`src/rtl/mem_wb_stage_if.sv`:
```
`default_nettype none
// ============================================================================
// Module   : mem_wb_stage_if
// Purpose  : MEM -> WB instruction handshake bundle.
// Revision : 1.0
// ============================================================================
interface mem_wb_stage_if;
    logic        m_valid;
    logic        m_ready;
    logic        m_reg_write;
    logic [1:0]  m_wb_sel;
    logic [4:0]  m_rd_index;
    logic [31:0] m_alu_result;
    logic [31:0] m_pc_plus4;
    logic [2:0]  m_funct3;

    modport master (
        output m_valid, m_reg_write, m_wb_sel, m_rd_index,
               m_alu_result, m_pc_plus4, m_funct3,
        input  m_ready
    );

    modport slave (
        input  m_valid, m_reg_write, m_wb_sel, m_rd_index,
               m_alu_result, m_pc_plus4, m_funct3,
        output m_ready
    );
endinterface
`default_nettype wire

```
`src/rtl/mem_wb_stage.sv`:
```
`default_nettype none
// ============================================================================
// Module   : mem_wb_stage
// Purpose  : RV32I writeback stage: load alignment/extension, RF write port,
//            64-bit retired-instruction counter.
// Revision : 1.0
// ============================================================================
module mem_wb_stage (
    input  logic           clk,
    input  logic           rst,
    mem_wb_stage_if.slave  m,
    input  logic [31:0]    dm_rdata,
    input  logic           dm_rvalid,
    output logic           wb_en,
    output logic [31:0]    wb_data,
    output logic [4:0]     W_rd_index,
    output logic [63:0]    instret
);

    typedef enum logic [0:0] {
        ST_IDLE      = 1'b0,
        ST_LOAD_WAIT = 1'b1
    } state_t;

    state_t      r_state;
    logic [4:0]  r_ld_rd;
    logic        r_ld_reg_write;
    logic [2:0]  r_ld_funct3;
    logic [1:0]  r_ld_offset;

    logic        w_ready;
    logic        w_accept;
    logic [31:0] w_sel_value;
    logic [7:0]  w_byte;
    logic [15:0] w_half;
    logic [31:0] w_load_data;

    assign w_ready   = !rst && (r_state == ST_IDLE);
    assign m.m_ready = w_ready;
    assign w_accept  = m.m_valid && w_ready;

    assign w_sel_value = (m.m_wb_sel == 2'd2) ? m.m_pc_plus4 : m.m_alu_result;

    // Memory returns the whole aligned word; pick the lane from the saved address.
    always_comb begin
        w_byte = dm_rdata[7:0];
        case (r_ld_offset)
            2'd0:    w_byte = dm_rdata[7:0];
            2'd1:    w_byte = dm_rdata[15:8];
            2'd2:    w_byte = dm_rdata[23:16];
            default: w_byte = dm_rdata[31:24];
        endcase
        w_half = r_ld_offset[1] ? dm_rdata[31:16] : dm_rdata[15:0];
        case (r_ld_funct3)
            3'b000:  w_load_data = {{24{w_byte[7]}}, w_byte};
            3'b100:  w_load_data = {24'h000000, w_byte};
            3'b001:  w_load_data = {{16{w_half[15]}}, w_half};
            3'b101:  w_load_data = {16'h0000, w_half};
            default: w_load_data = dm_rdata;
        endcase
    end

    always_ff @(posedge clk or posedge rst) begin
        if (rst) begin
            r_state        <= ST_IDLE;
            wb_en          <= 1'b0;
            wb_data        <= 32'h0;
            W_rd_index     <= 5'd0;
            instret        <= 64'd0;
            r_ld_rd        <= 5'd0;
            r_ld_reg_write <= 1'b0;
            r_ld_funct3    <= 3'd0;
            r_ld_offset    <= 2'd0;
        end else begin
            wb_en <= 1'b0;
            case (r_state)
                ST_IDLE: begin
                    if (w_accept) begin
                        if (m.m_wb_sel != 2'd1) begin
                            W_rd_index <= m.m_rd_index;
                            wb_data    <= w_sel_value;
                            wb_en      <= m.m_reg_write && (m.m_rd_index != 5'd0);
                            instret    <= instret + 64'd1;
                        end else begin
                            r_ld_rd        <= m.m_rd_index;
                            r_ld_reg_write <= m.m_reg_write;
                            r_ld_funct3    <= m.m_funct3;
                            r_ld_offset    <= m.m_alu_result[1:0];
                            r_state        <= ST_LOAD_WAIT;
                        end
                    end
                end
                ST_LOAD_WAIT: begin
                    if (dm_rvalid) begin
                        W_rd_index <= r_ld_rd;
                        wb_data    <= w_load_data;
                        wb_en      <= r_ld_reg_write && (r_ld_rd != 5'd0);
                        instret    <= instret + 64'd1;
                        r_state    <= ST_IDLE;
                    end
                end
                default: r_state <= ST_IDLE;
            endcase
        end
    end

endmodule
`default_nettype wire

```
`src/flat_wrapper.sv`:
```
// flat-port wrapper written by rule: the top's interface ports become plain ports
module mem_wb_stage_flat 
  (clk, rst, dm_rdata, dm_rvalid, wb_en, wb_data, W_rd_index, instret, m_m_valid, m_m_reg_write, m_m_wb_sel, m_m_rd_index, m_m_alu_result, m_m_pc_plus4, m_m_funct3, m_m_ready);
  mem_wb_stage_if m_i ();
  input  logic clk;
  input  logic rst;
  input  logic [31:0] dm_rdata;
  input  logic dm_rvalid;
  output logic wb_en;
  output logic [31:0] wb_data;
  output logic [4:0] W_rd_index;
  output logic [63:0] instret;
  input wire logic [$bits(m_i.m_valid)-1:0] m_m_valid;
  input wire logic [$bits(m_i.m_reg_write)-1:0] m_m_reg_write;
  input wire logic [$bits(m_i.m_wb_sel)-1:0] m_m_wb_sel;
  input wire logic [$bits(m_i.m_rd_index)-1:0] m_m_rd_index;
  input wire logic [$bits(m_i.m_alu_result)-1:0] m_m_alu_result;
  input wire logic [$bits(m_i.m_pc_plus4)-1:0] m_m_pc_plus4;
  input wire logic [$bits(m_i.m_funct3)-1:0] m_m_funct3;
  output wire logic [$bits(m_i.m_ready)-1:0] m_m_ready;
  assign m_i.m_valid = m_m_valid;
  assign m_i.m_reg_write = m_m_reg_write;
  assign m_i.m_wb_sel = m_m_wb_sel;
  assign m_i.m_rd_index = m_m_rd_index;
  assign m_i.m_alu_result = m_m_alu_result;
  assign m_i.m_pc_plus4 = m_m_pc_plus4;
  assign m_i.m_funct3 = m_m_funct3;
  assign m_m_ready = m_i.m_ready;
  mem_wb_stage u_core (.clk(clk), .rst(rst), .m(m_i), .dm_rdata(dm_rdata), .dm_rvalid(dm_rvalid), .wb_en(wb_en), .wb_data(wb_data), .W_rd_index(W_rd_index), .instret(instret));
endmodule
```
`config.mk`:
```
export PLATFORM = sky130hd
export DESIGN_NAME = mem_wb_stage_flat
export DESIGN_NICKNAME = d
export VERILOG_FILES = /design/src/rtl/mem_wb_stage_if.sv /design/src/rtl/mem_wb_stage.sv /design/src/flat_wrapper.sv
export SDC_FILE = /design/constraint.sdc
export NUM_CORES = 1
export LEC_CHECK = 0
export ABC_AREA = 0
export ABC_CLOCK_PERIOD_IN_PS = 4910
export CAP_MARGIN = 15
export CORE_MARGIN = 2
export CORE_UTILIZATION = 46
export CTS_CLUSTER_SIZE = 28
export DETAILED_ROUTE_END_ITERATION = 12
export PLACE_DENSITY_LB_ADDON = 0.2
export SYNTH_ARGS = -nofsm -noshare
export SYNTH_HDL_FRONTEND = slang
export SYNTH_SLANG_ARGS = --single-unit
```
`constraint.sdc`:
```
create_clock -name clk -period 4.91 [get_ports clk]
set_input_delay 0.982 -clock clk [delete_from_list [all_inputs] [get_ports clk]]
set_output_delay 0.982 -clock clk [all_outputs]
set_load 0.01 [all_outputs]
```
==> flow_summary.toml <==
[power]
power-per-cell-area_nw_per_um2 = 349
p_leak_nw = 3.84
peakVddDrop_mv = 0.273

[final_layout]
syn2layout_area_growth_pct = 45.9
final.fill_count = 1071
fin_util = 0.682
drive_gt1_frac = 0.0800
final_nets = 939

[sta]
tns_ns = 0
fin_crit_ns = 3.41
finClkSkew_ns = 0.00586
maxSlewViolCount = 0
worst_pin_slew_ns = 1.12
setup_viol = 0
fin_crit_sh = 0.694
rsz0062_at_grt = "false"
relSlewSlack = 0.252
fmax_mhz = 294
hold_violations = 0

[run]
drv_cap = 0

[cts]
cts-root-buf = "clkbuf_16"
cts_tree = "yes"
cts-htree-levels = 4
postCtsHoldBufs = 0
clk_latency_ns = 0.41
clk_pin_slew_worst_paths_ns = 0.05
clk_path_buf_depth = 2
numCtsBuffers = 17
ctsResizeCount = 0
clock_sinks = 114
postCtsSetupBuffers = 0

[critical_path]
cp.arrival_ns = 3.74
rr_worst_depth = 5
path_class = "input pin to flop"
startpoint_type = "input pin"
critPathRequiredTime_ns = 5.25
setup.worst_path.end_class = "flop"
cp_max_fo = 24

[die]
die-width_um = 120
dieHeight_um = 120
dieArea_um2 = 14300
io_pins = 214
rows = 42
start_util = 0.467
core-area_um2 = 13100

[synth]
synthXorXnorAreaFrac = 0.0899
synth_seq_cells = 114
synth_edf_count = 0
yosysSeqAreaShare = 0.465
synth_commonest_cells = "dfrtp_1, nand2_1, xor2_1"
yosys.area_share.simple = 0.210
synth.top_cell.area_share = 0.465
synth_warnings = 0
async_flop_share = 1.00
yosysMostFrequentCell = "dfrtp_1"
synthTopCellsByArea = "dfrtp_1, xor2_1, mux2i_1"
synth-compound-area-share = 0.109
synth_cells = 628
synth_mux_area_frac = 0.0870
synth_nets = 740
yosys.area.top_type = "dfrtp_1"
ys.flop_type = "dfrtp_1"
synth_top_family_by_area = "simple AND/OR/NAND/NOR gates"
synthAdderAreaFrac = 0.00204
synth_area_um2 = 6140
syn_avg_cell_area_um2 = 9.77
synthDistinctLibCells = 44

[placed_design]
gp_congestion = 0.887
hpwl_mm = 13.5
port_buffers = 213

[global_route]
overflow = 0
track_usage = 0.261
grt_pass1_vias = 5615
antenna_found_initial = 1
grt_pass1_wl_mm = 29.3
grt_max_degree = 78

[min_path]
hold_depth = 1
hold_path_class = "flop to flop"

[routing]
routed_wl_mm = 18.4
ant_nets = 0
vias_per_cell = 5.59
drc_errors = 0
num_vias = 5677
post_drt_wl_per_cell_um = 18.1
first_iter_violations = 393
firstDrtPassIters = 4

[status]
status = "completed"
[logic make-up (layout without fill, tap and decap cells)]
logic type / count (synthesis) / after routing
other: 0 / 1
AO/OA/AOI/OAI: 94 / 94
flip-flops: 114 / 114
buffers and inverters: 56 / 266
adder cells (fa/ha/maj): 1 / 1
multiplexers: 51 / 51
AND/OR/NAND/NOR: 249 / 249
XOR/XNOR: 63 / 63
[critical path: stages]
cell,delay [ns]
clkdlybuf4s50_1,0.52
nand2_1,0.28
a21oi_1,0.31
or4b_1,0.92
nor4_1,0.53
xor2_1,0.18
[path summary, 6_finish.rpt]
check                                   start            endpoint  slack (ns)
min                        u_core.instret[63]  u_core.instret[63]        0.47
max in group asynchronous                 rst   u_core.instret[4]        2.77
min in group asynchronous                 rst   u_core.r_ld_rd[1]        1.24
min reg2reg                u_core.instret[63]  u_core.instret[63]        0.47
max reg2reg                    u_core.r_state  u_core.instret[51]        1.81
max                                 dm_rvalid  u_core.instret[51]        1.50
[through the flow]
stage	cells	hold slack [ns]	area, um2	power, W	setup slack, ns
6_report	1015	0.469	8960	0.00312	1.50
5_1_grt	1015	0.493	8960	0.00325	1.36
4_1_cts	1014	0.472	8950	0.00313	1.57
3_5_place_dp	984	0.466	8400	0.00197	1.17
3_3_place_gp	984	0.459	8400	0.00195	1.27
2_1_floorplan	628	0.480	6140	0.00155	0.912
[per-layer routing]
layer,track usage,vias to the layer above,part of all wire,routed length (um)
met3,0.0680,32,0.064,1170
met4,0.0875,0,0.026,469
met1,0.335,2780,0.42,7750
met5,0,-,0,0
met2,0.433,218,0.49,8980
li1,-,2647,-,-
[power by group]
part	switching, W	internal, W	total, W
registers	0.000151	0.00107	0.00122
logic	0.000311	0.000424	0.000735
clock network	0.000435	0.000729	0.00116
[final cells by class]
cell class / count / area, um2 / area share
Inverter: 16 / 62.6 / 0.00699
Sequential cell: 114 / 2850 / 0.319
Timing Repair Buffer: 220 / 2180 / 0.244
Antenna cell: 1 / 2.50 / 0.000279
Clock buffer: 22 / 474 / 0.0529
Multi-Input combinational cell: 458 / 3080 / 0.344
Tap cell: 176 / 220 / 0.0246
Clock inverter: 8 / 78.8 / 0.00880
[placed cells by master, fill, tap and decap left out, types with 2 or more instances in the layout]
cell and n:
nor3_1 24, or4_1 2, o21ai_0 13, clkinvlp_4 4, a21o_1 16, dfrtp_1 114, nand2_1 83, nor4_2 7
clkbuf_8 3, nor2_1 37, a221oi_1 24, clkbuf_16 17, nand2b_1 11, clkinv_2 2, nor3b_1 3, buf_4 7
and4_1 7, nand3_1 19, clkbuf_1 2, xnor2_1 25, mux2_2 19, nor4_1 7, mux2i_1 32, o221ai_1 7
and2_1 5, or3_1 3, clkdlybuf4s50_1 213, a211o_1 8, a21oi_1 18, xor2_1 38, and3_1 9, inv_1 14
nand4_1 25, nor2b_1 2
[sequential cells by signal, summed over array words and instances (netlist names)]
signal / count
u_core.W_rd_index: 5
u_core.wb_en: 1
u_core.r_ld_reg_write: 1
u_core.wb_data: 32
u_core.r_ld_funct3: 3
u_core.r_ld_offset: 2
u_core.r_ld_rd: 5
u_core.r_state: 1
u_core.instret: 64
Note: power is estimated with default switching activity, not from simulation.
